[config.mk]
export PLATFORM = sky130hd
export DESIGN_NAME = accel_ramp_multi
export DESIGN_NICKNAME = d
export VERILOG_FILES = /design/src/rtl/accel_ramp_multi.sv
export SDC_FILE = /design/constraint.sdc
export NUM_CORES = 1
export LEC_CHECK = 0
export CAP_MARGIN = 0
export CORE_UTILIZATION = 40
export DETAILED_ROUTE_END_ITERATION = 6
export GPL_TIMING_DRIVEN = 0
export PLACE_DENSITY_LB_ADDON = 0.25
export SLEW_MARGIN = 5
export SYNTH_ARGS = -nofsm -noshare
export SYNTH_HDL_FRONTEND = slang
export SYNTH_SLANG_ARGS = --single-unit
[constraint.sdc]
create_clock -name CLK -period 7.3 [get_ports CLK]
set_clock_uncertainty 0.2 [all_clocks]
set_input_delay 1.095 -clock CLK [delete_from_list [all_inputs] [get_ports CLK]]
set_output_delay 1.095 -clock CLK [all_outputs]
set_load 0.01 [all_outputs]
[src/rtl/accel_ramp_multi.sv]
// Multi-channel motor command ramp: on each prescaler tick every channel's
// speed/direction word steps toward its target, with an emergency-stop override.
module accel_ramp_multi #(
    parameter int unsigned N_CH       = 2,
    parameter int unsigned SPEED_W    = 3,
    parameter int unsigned TICK_DIV   = 8800000,
    parameter int unsigned STEP       = 1,
    parameter int unsigned STEP_ESTOP = 2
) (
    input  logic                          CLK,
    input  logic                          RST_N,
    input  logic [N_CH*(SPEED_W+2)-1:0]   DESIRED_MC,
    input  logic                          ESTOP,
    output logic [N_CH*(SPEED_W+2)-1:0]   MCP,
    output logic [N_CH-1:0]               SETTLED,
    output logic                          TICK
);

    localparam int unsigned W     = SPEED_W + 2;
    localparam int unsigned SW1   = SPEED_W + 1;
    localparam int unsigned CNT_W = (TICK_DIV > 2) ? $clog2(TICK_DIV) : 1;

    localparam logic [1:0]         NEUTRAL = 2'b01;
    localparam logic [SPEED_W-1:0] ONES    = '1;
    localparam logic [W-1:0]       REST    = {ONES, NEUTRAL};
    localparam logic [SPEED_W:0]   STEP_N  = SW1'(STEP);
    localparam logic [SPEED_W:0]   STEP_E  = SW1'(STEP_ESTOP);
    localparam logic [CNT_W-1:0]   CNT_MAX = CNT_W'(TICK_DIV - 1);

    logic [CNT_W-1:0]          cnt;
    logic                      wrap;
    logic [N_CH-1:0][W-1:0]    desired;
    logic [N_CH-1:0][W-1:0]    mcp_q;
    logic [N_CH-1:0][W-1:0]    tgt;
    logic [N_CH-1:0][W-1:0]    nxt;
    logic [N_CH-1:0]           stl;
    logic [SPEED_W:0]          step_sel;

    // One ramp step: reversals always pass through neutral at rest speed.
    function automatic logic [W-1:0] ramp(input logic [W-1:0] cur,
                                          input logic [W-1:0] target,
                                          input logic [SPEED_W:0] step);
        logic [SPEED_W-1:0] cs;
        logic [SPEED_W-1:0] ts;
        logic [1:0]         cd;
        logic [1:0]         td;
        logic [SPEED_W:0]   diff;
        logic [SPEED_W:0]   mv;
        logic [SPEED_W:0]   sum;
        cs   = cur[W-1:2];
        cd   = cur[1:0];
        ts   = target[W-1:2];
        td   = target[1:0];
        diff = '0;
        mv   = '0;
        sum  = '0;
        ramp = cur;
        if (cd == td) begin
            if (cs < ts) begin
                diff = {1'b0, ts} - {1'b0, cs};
                mv   = (step < diff) ? step : diff;
                sum  = {1'b0, cs} + mv;
            end else begin
                diff = {1'b0, cs} - {1'b0, ts};
                mv   = (step < diff) ? step : diff;
                sum  = {1'b0, cs} - mv;
            end
            ramp = {SPEED_W'(sum), cd};
        end else if (cd == NEUTRAL) begin
            ramp = {ONES, td};
        end else if (cs != ONES) begin
            sum = {1'b0, cs} + step;
            if (sum > {1'b0, ONES}) begin
                sum = {1'b0, ONES};
            end
            ramp = {SPEED_W'(sum), cd};
        end else begin
            ramp = {cs, NEUTRAL};
        end
    endfunction

    assign desired = DESIRED_MC;
    assign MCP     = mcp_q;
    assign wrap    = (cnt == CNT_MAX);

    // Effective target, next word and settle flag per channel.
    always_comb begin
        tgt      = '0;
        nxt      = '0;
        stl      = '0;
        step_sel = ESTOP ? STEP_E : STEP_N;
        for (int i = 0; i < int'(N_CH); i++) begin
            tgt[i] = ESTOP ? REST : desired[i];
            nxt[i] = ramp(mcp_q[i], tgt[i], step_sel);
            stl[i] = (mcp_q[i] == tgt[i]) ||
                     ((mcp_q[i][1:0] == NEUTRAL) && (tgt[i][1:0] == NEUTRAL));
        end
    end

    always_ff @(posedge CLK) begin
        if (!RST_N) begin
            cnt     <= '0;
            TICK    <= 1'b0;
            SETTLED <= '0;
            for (int i = 0; i < int'(N_CH); i++) begin
                mcp_q[i] <= REST;
            end
        end else begin
            cnt     <= wrap ? '0 : cnt + CNT_W'(1);
            TICK    <= wrap;
            SETTLED <= stl;
            if (wrap) begin
                mcp_q <= nxt;
            end
        end
    end

endmodule

==> metrics.cfg, run 1 <==
[global_route]
use_met1_pct=23.7
met2_usage_pct=31.7
gr-total-overflow=0
first_global_vias=2465
antenna_found_initial=0
grt_pass1_wl_um=11100
grt_util_all_layers_pct=18.4
gr-usage-met3_pct=3.41
grt_max_degree=17
grt_busiest_layer=met2

[pwr]
comb_power_share_pct=17.0
switching_share_pct=25.7
leakagePower_nw=1.33
p_sw_mw=0.104
p_int_mw=0.300
peakVddDrop_mv=0.0948
clockPowerShare_pct=31.9
power_density_nw_per_um2=120
seqPwrFrac_pct=51.1

[worst_setup_path]
cp_num_buf_inv=4
cp-end-kind=flip-flop
worstPathArrival_ns=6.08
slowest_delay_ns=0.93
cp_top_family=buffers and inverters
crit_chain=clkdlybuf4s50_1 -> clkbuf_1 -> clkbuf_1 -> or2_2 -> ha_1 -> fa_1 -> ha_1 -> a21oi_1 -> a211oi_1 -> a22oi_1 -> mux2i_1 -> ha_1 -> inv_1 -> fa_1 -> xnor2_1 -> xnor2_1 -> mux2_2 -> a32oi_1
crit_top_cell=ha_1
worst_path_max_delay_cell=clkdlybuf4s50_1
startpoint_type=input pin
worstSetupPathType=input pin to flip-flop
crit_required_ns=7.31
crit_fanout=16

[sta]
hold_viol=0
relSlewSlack_pct=51.9
period_minus_slack_ns=6.07
worst_pin_slew_ns=0.719
rsz0062_at_grt=false
finalCritPeriodShare_pct=83.2
slew_violations=0
fmax_mhz=165
final.setup.tns_ns=0
finalSetupViolations=0

[floorplanning]
std_cell_rows=30
start_util_pct=42.2
core-area_um2=6910
ioPinCount=26
die_area_um2=7620
die_width_um=87.3
chipHeight_um=87.3

[cells_and_area]
stdcell_count=462
layout_commonest_cell=nor2_1
final_cell_mix=nor2_1 (38), dfxtp_1 (37), inv_1 (26), xnor2_1 (26)
drive_gt1_share_pct=9.29
postLayoutCoreUtil_pct=48.6
antennaDiodeCount=0
nFillCells=708
nNetsFinal=415
syn_to_final_growth_pct=15.3

[logic_synthesis]
syn_area_per_cell_um2=8.69
ys_ff_latch=37
syn_inst=335
syn_nets=383
yosysUniqueCellTypes=50
synth_edf_count=0
yosysSeqAreaShare_pct=25.4
synth-warning-count=0
synth_flop_cell=dfxtp_1
async_flop_share_pct=0
synthesis.area_um2=2910

[routing]
viasPerCell=5.15
drtIter0Drc=91
remaining_drc_errors=0
antenna_left=0
routedWlPerCell_um=13.5
num_vias=2377
routed_wl_um=6230
dr.pass1.iters=4

[clock_tree]
cts_buffers=5
cts_sinks=37
cts_tree=done
clock_latency_ns=0.28
clock_path_buffers=2
cts_hold_buf=0
root_buffer=clkbuf_8
cts_resized=0
cts_setup_buffers=0
clk_pin_slew_ns=0.07
htreeDepth=2

[place]
place_hpwl_um=4770
io_buffers=25
place_inst=456
globalplace.congestion=0.787

[flow_run]
drv_cap=0

[outcome]
status=finished clean

[hold_path]
min_path_type=flip-flop to flip-flop

through the flow:
stage                     setup WS [ns]  hold WS (ns)  instance area, um2  power [mW]
after floorplan                    2.43         0.241                2910       0.256
after global placement             1.04         0.269                3280       0.278
after detailed placement          0.928         0.278                3280       0.279
after CTS                          1.23         0.296                3360       0.410
after global routing              0.805         0.326                3360       0.427
final                              1.23         0.297                3360       0.403
logic make-up after synthesis:
logic type	synth area share (%)
AO/OA/AOI/OAI	11.7
XOR/XNOR	9.02
adder cells (fa/ha/maj)	17.6
buffers and inverters	4.47
flip-flops	25.4
multiplexers	6.19
AND/OR/NAND/NOR	25.6
flip-flops by register name, indices dropped and copies added (netlist names):
signal   flops
SETTLED      2
MCP         10
TICK         1
cnt         24
worst paths after layout:
kind	start	to	slack [ns]	depth (start not counted)
min reg2reg	cnt[0]	cnt[0]	0.30	1
max	ESTOP	MCP[9]	1.23	18
max reg2reg	MCP[7]	MCP[9]	2.92	15
min	cnt[0]	cnt[0]	0.30	1
routing by layer:
layer	share of wire (%)	up-vias
met5	0	-
met2	47	27
met3	2.9	2
met1	49	1120
met4	0.39	0
li1	-	1228
power by group through the flow:
stage / Clock (mW) / Sequential [mW] / Combinational (mW)
2_1_floorplan: 0 / 0.211 / 0.0448
3_3_place_gp: 0 / 0.211 / 0.0670
3_5_place_dp: 0 / 0.211 / 0.0684
4_1_cts: 0.135 / 0.206 / 0.0690
5_1_grt: 0.143 / 0.206 / 0.0782
6_report: 0.129 / 0.206 / 0.0684
area by class of cell:
type	instances	area, um2	area share, %
clock buffer	5	68.8	2.05
buffer	8	32.5	0.969
multi-input combinational	264	2040	60.8
inverter	26	97.6	2.91
sequential	37	741	22.1
clock inverter	1	5.00	0.149
tap	96	120	3.58
timing repair buffer	25	250	7.46
synthesized netlist by cell type, types with 2 or more instances:
| cell | number | area (um2) |
|---|---|---|
| nor2_1 | 38 | 143 |
| dfxtp_1 | 37 | 741 |
| inv_1 | 26 | 97.6 |
| xnor2_1 | 26 | 228 |
| ha_1 | 25 | 313 |
| nand2_1 | 16 | 60.1 |
| o21ai_0 | 13 | 65.1 |
| mux2i_1 | 12 | 120 |
| nand3_1 | 11 | 55.1 |
| nor2b_1 | 11 | 68.8 |
| fa_1 | 10 | 200 |
| nor3_1 | 10 | 50.1 |
| nand4_1 | 8 | 50.1 |
| a21o_1 | 7 | 52.6 |
| a21oi_1 | 7 | 35.0 |
| nand2b_1 | 7 | 43.8 |
| clkbuf_1 | 6 | 22.5 |
| or2_2 | 6 | 37.5 |
| nor4_1 | 5 | 31.3 |
| mux2_2 | 4 | 45.0 |
| xor2_1 | 4 | 35.0 |
| a22oi_1 | 3 | 22.5 |
| a31oi_1 | 3 | 18.8 |
| and3_1 | 3 | 18.8 |
| nor4b_1 | 3 | 26.3 |
| o211ai_2 | 3 | 37.5 |
| or3b_2 | 3 | 26.3 |
| a211oi_1 | 2 | 15.0 |
| a21boi_0 | 2 | 15.0 |
| a32oi_1 | 2 | 17.5 |
| and4_1 | 2 | 17.5 |
| buf_2 | 2 | 10.0 |
Power figures use the tool's default switching activity.
==> run 2, diff against run 1 <==
- clock period: 7.3 -> 5 ns (I/O delays scaled with it)
==> run 2 against run 1 <==
Compared with the run above: largest cell class unchanged; via count about the same; combinational power increased by 49%; sequential cell count unchanged; sequential power increased by 46%; global-route usage unchanged; sequential share of layout area decreased by 0.082 points; wire length about the same; power increased by 46%; worst hold slack got worse by 0.00098 ns; final cell count unchanged; largest power group unchanged.
==> metrics.cfg, run 2 (synthesized netlist as in run 1, its figures left out) <==
[routing]
routed_wl_um=6220
maxUsedRoutingLayer=met4
met2_wirelength_um=2980
wl_met3_um=193
antenna_left=0
dr.pass1.iters=4
routedWlPerCell_um=13.5
drtIter0Drc=100
viasPerCell=5.14
remaining_drc_errors=0
met1_length_um=3030
num_vias=2376

[clock_tree]
cts_tree=done
cts_buffers=5
clk_pin_slew_ns=0.07
cts_sinks=37
root_buffer=clkbuf_8
clock_latency_ns=0.28
clock_path_buffers=2
htreeDepth=2

[sta]
finalSetupViolations=0
hold_viol=0
slew_violations=0
rsz0062_at_grt=true
period_minus_slack_ns=4.77
fmax_mhz=210
worst_pin_slew_ns=0.536
relSlewSlack_pct=64.0
finalCritPeriodShare_pct=95.4

[floorplanning]
chipHeight_um=87.3
ioPinCount=26
die_width_um=87.3
start_util_pct=42.2
std_cell_rows=30
die_area_um2=7620
core-area_um2=6910

[cells_and_area]
register_area_um2=741
antennaDiodeCount=0
final_cell_mix=nor2_1 (38), dfxtp_1 (37), inv_1 (26), xnor2_1 (26), ha_1 (25)
finish.instance_area_um2=3370
syn_to_final_growth_pct=15.7
drive_gt1_share_pct=10.7
multi_input_area_um2=2050
nFillCells=704
layout_commonest_cell=nor2_1
regMostFlops=cnt
largest_register_ffs=24
nNetsFinal=415

[global_route]
grt_max_degree=17
gr-total-overflow=0
first_global_vias=2465
grt_util_all_layers_pct=18.4
grt_pass1_wl_um=11100
antenna_found_initial=0

[pwr]
leakagePower_nw=1.34
power_mw=0.590
peakVddDrop_mv=0.139
power_density_nw_per_um2=175

[place]
globalplace.congestion=0.787
io_buffers=25
placed_cell_area_um2=3280
place_hpwl_um=4770

[worst_setup_path]
crit_required_ns=5.01
worstSetupPathType=input pin to flip-flop
cp-end-kind=flip-flop
startpoint_type=input pin
rrSetupSlack_ns=0.67
worstPathArrival_ns=4.77
crit_fanout=2

[flow_run]
drv_cap=0

[outcome]
status=finished clean

[hold_path]
min_path_type=flip-flop to flip-flop

-- run 2: changes by cell type in the layout (fill, tap and decap cells not counted) --
cell,previous run,this run
clkbuf_1,6,4
clkdlybuf4s50_1,25,24
nor2b_1,11,10
clkbuf_2,0,1
a211oi_2,1,2
or2_4,0,1
clkbuf_4,0,1
or2_2,6,5
a211oi_1,2,1
nor2b_2,0,1
buf_4,0,1
-- run 2: layout make-up --
cell class              count  share of cell area (%)
well taps                  96                    3.57
repair buffers             25                    7.36
multi-input cells         264                    60.9
inverters                  26                    2.90
flip-flops and latches     37                    22.0
clock inverters             1                   0.149
clock buffers               5                    2.04
plain buffers               8                    1.11
-- run 2: critical path, stage by stage --
cell	delay (ns)
clkdlybuf4s50_1	0.40
or3b_2	0.48
fa_1	0.57
inv_1	0.05
ha_1	0.26
nor2b_1	0.11
o21ai_0	0.12
nor2b_2	0.20
mux2_2	0.35
ha_1	0.28
mux2i_1	0.08
fa_1	0.42
xnor2_1	0.15
xnor2_1	0.14
mux2_2	0.26
a32oi_1	0.14
-- run 2: final timing paths --
check                                    from      to  depth (start not counted)
worst max-delay path            DESIRED_MC[7]  MCP[9]                         16
worst min-delay path                   cnt[0]  cnt[0]                          1
worst max register to register         MCP[7]  MCP[9]                         15
worst min register to register         cnt[0]  cnt[0]                          1
-- run 2: what timing repair did --
item                                    CTS  global route
buffers inserted                          0             0
endpoints found under the setup margin    5             3
hold buffers                              0             0
resized for setup                         7             7
-- run 2: routing by layer --
metal / up-vias / GRT usage (%)
met2: 27 / 31.7
met4: 0 / 4.47
met1: 1115 / 23.7
met5: - / 0
li1: 1232 / -
met3: 2 / 3.41
-- run 2: power by group --
part	internal [mW]	leakage (nW)	switching, mW
logic	0.0492	1.00	0.0525
clock network	0.0916	0.0399	0.0958
registers	0.298	0.300	0.00288
total	0.439	1.34	0.151
-- run 2: stage by stage --
stage | hold WS, ns | setup WS, ns | cells | util, % | TNS, ns
CTS | 0.296 | 0.0863 | 462 | 48.6 | 0
global placement | 0.269 | -0.913 | 456 | 47.5 | -3.59
finish | 0.296 | 0.232 | 462 | 48.8 | 0
global route | 0.326 | -0.00207 | 462 | 48.8 | -0.00207
floorplan | 0.241 | 0.474 | 335 | - | 0
detailed placement | 0.278 | -1.03 | 456 | 47.5 | -4.13
==> run 3, diff against run 2 <==
- CAP_MARGIN: 0 -> 20
- RECOVER_POWER: default -> 50
- SLEW_MARGIN: 5 -> default
==> run 3 against run 2 <==
Compared with the run above: via count up 0.34%; setup slack better by 0.0011 ns; worst hold slack about the same; critical endpoint unchanged.
==> metrics.cfg, run 3 (synthesized netlist as in run 1, its figures left out) <==
[worst_setup_path]
worstSetupPathType=input pin to flip-flop
r2r-end=MCP[9]
cp-end-kind=flip-flop
rrSetupSlack_ns=0.68
crit_fanout=2
worstPathArrival_ns=4.77
startpoint_type=input pin
worstReg2RegStart=MCP[7]
worst_r2r_path_depth=15
crit_required_ns=5.01

[clock_tree]
cts_sinks=37
cts_tree=done
cts_buffers=5
cts_setup_buffers=0
cts_resized=7
cts_hold_buf=0
root_buffer=clkbuf_8
clk_pin_slew_ns=0.07
clock_latency_ns=0.28
clock_path_buffers=2
htreeDepth=2

[floorplanning]
die_width_um=87.3
chipHeight_um=87.3
ioPinCount=26
std_cell_rows=30
start_util_pct=42.2
die_area_um2=7620
core-area_um2=6910

[cells_and_area]
multi_input_area_um2=2040
layout_commonest_cell=nor2_1
regMostFlops=cnt
finish.instance_area_um2=3350
final_cell_mix=nor2_1 (38), dfxtp_1 (37), inv_1 (26), xnor2_1 (26), ha_1 (25)
drive_gt1_share_pct=10.1
stdcell_count=462
nFillCells=706
syn_to_final_growth_pct=15.1
nNetsFinal=415
largest_register_ffs=24
antennaDiodeCount=0
register_area_um2=741

[routing]
routed_wl_um=6260
drtIter0Drc=99
routedWlPerCell_um=13.6
dr.pass1.iters=4
viasPerCell=5.16
remaining_drc_errors=0
antenna_left=0
num_vias=2384

[pwr]
comb_power_share_pct=17.1
p_sw_mw=0.152
peakVddDrop_mv=0.138
p_int_mw=0.438
power_mw=0.590
switching_share_pct=25.7
leakagePower_nw=1.32
power_density_nw_per_um2=176
clockPowerShare_pct=31.8
seqPwrFrac_pct=51.0

[sta]
worst_slack_ns=0.233
slew_violations=0
worst_pin_slew_ns=0.873
hold_viol=0
period_minus_slack_ns=4.77
fmax_mhz=210
final.setup.tns_ns=0
rsz0062_at_grt=true
finalCritPeriodShare_pct=95.3
relSlewSlack_pct=41.3
finalSetupViolations=0

[place]
placed_cell_area_um2=3280
place_hpwl_um=4770
post-place-ws_ns=-1.03
io_buffers=25
place_inst=456
globalplace.congestion=0.787

[outcome]
status=finished clean

[global_route]
antenna_found_initial=0
grt_util_all_layers_pct=18.4
grt_pass1_wl_um=11100
grt_max_degree=17
gr-total-overflow=0
first_global_vias=2465

[hold_path]
holdPathEnd=cnt[0]
min_path_type=flip-flop to flip-flop
worstHoldStart=cnt[0]
hold-path-cell-count=1

[flow_run]
drv_cap=0

[run 3: metal layers]
| layer | routed length, um | GRT usage [%] |
|---|---|---|
| met1 | 3080 | 23.7 |
| met5 | 0 | 0 |
| met2 | 2970 | 31.7 |
| met4 | 24 | 4.47 |
| met3 | 193 | 3.41 |
[run 3: cell type report]
cell class                 instances  share of cell area [%]
sequential                        37                    22.1
tap                               96                    3.58
timing repair buffer              25                    7.39
buffer                             8                    1.08
inverter                          26                    2.91
clock buffer                       5                    2.05
multi-input combinational        264                    60.7
clock inverter                     1                   0.149
[run 3: worst max-delay path by stage]
stage / startpoint / endpoint / cells past startpoint
after floorplan: ESTOP / MCP[4] / 17
after global routing: DESIRED_MC[7] / MCP[9] / 16
after CTS: ESTOP / MCP[9] / 18
final: DESIRED_MC[7] / MCP[9] / 16
after detailed placement: ESTOP / MCP[9] / 18
after global placement: ESTOP / MCP[9] / 18
[run 3: critical path, cell delays in order]
cell and delay (ns):
clkdlybuf4s50_1 0.40, or3b_2 0.48, fa_1 0.57, inv_1 0.05, ha_1 0.26, nor2b_1 0.11, o21ai_0 0.12, nor2b_2 0.20
mux2_2 0.35, ha_1 0.28, mux2i_1 0.08, fa_1 0.42, xnor2_1 0.15, xnor2_1 0.14, mux2_2 0.26, a32oi_1 0.14
[run 3: per-stage QoR]
step / hold slack [ns] / util, %
3_5_place_dp: 0.278 / 47.5
4_1_cts: 0.296 / 48.6
3_3_place_gp: 0.269 / 47.5
2_1_floorplan: 0.241 / -
6_report: 0.296 / 48.5
5_1_grt: 0.326 / 48.5
[run 3: power groups by stage]
stage | sequential [mW] | clock (mW) | combinational, mW
5_1_grt | 0.301 | 0.209 | 0.115
2_1_floorplan | 0.308 | 0 | 0.0654
6_report | 0.301 | 0.188 | 0.101
4_1_cts | 0.301 | 0.197 | 0.101
3_5_place_dp | 0.307 | 0 | 0.0998
3_3_place_gp | 0.308 | 0 | 0.0978
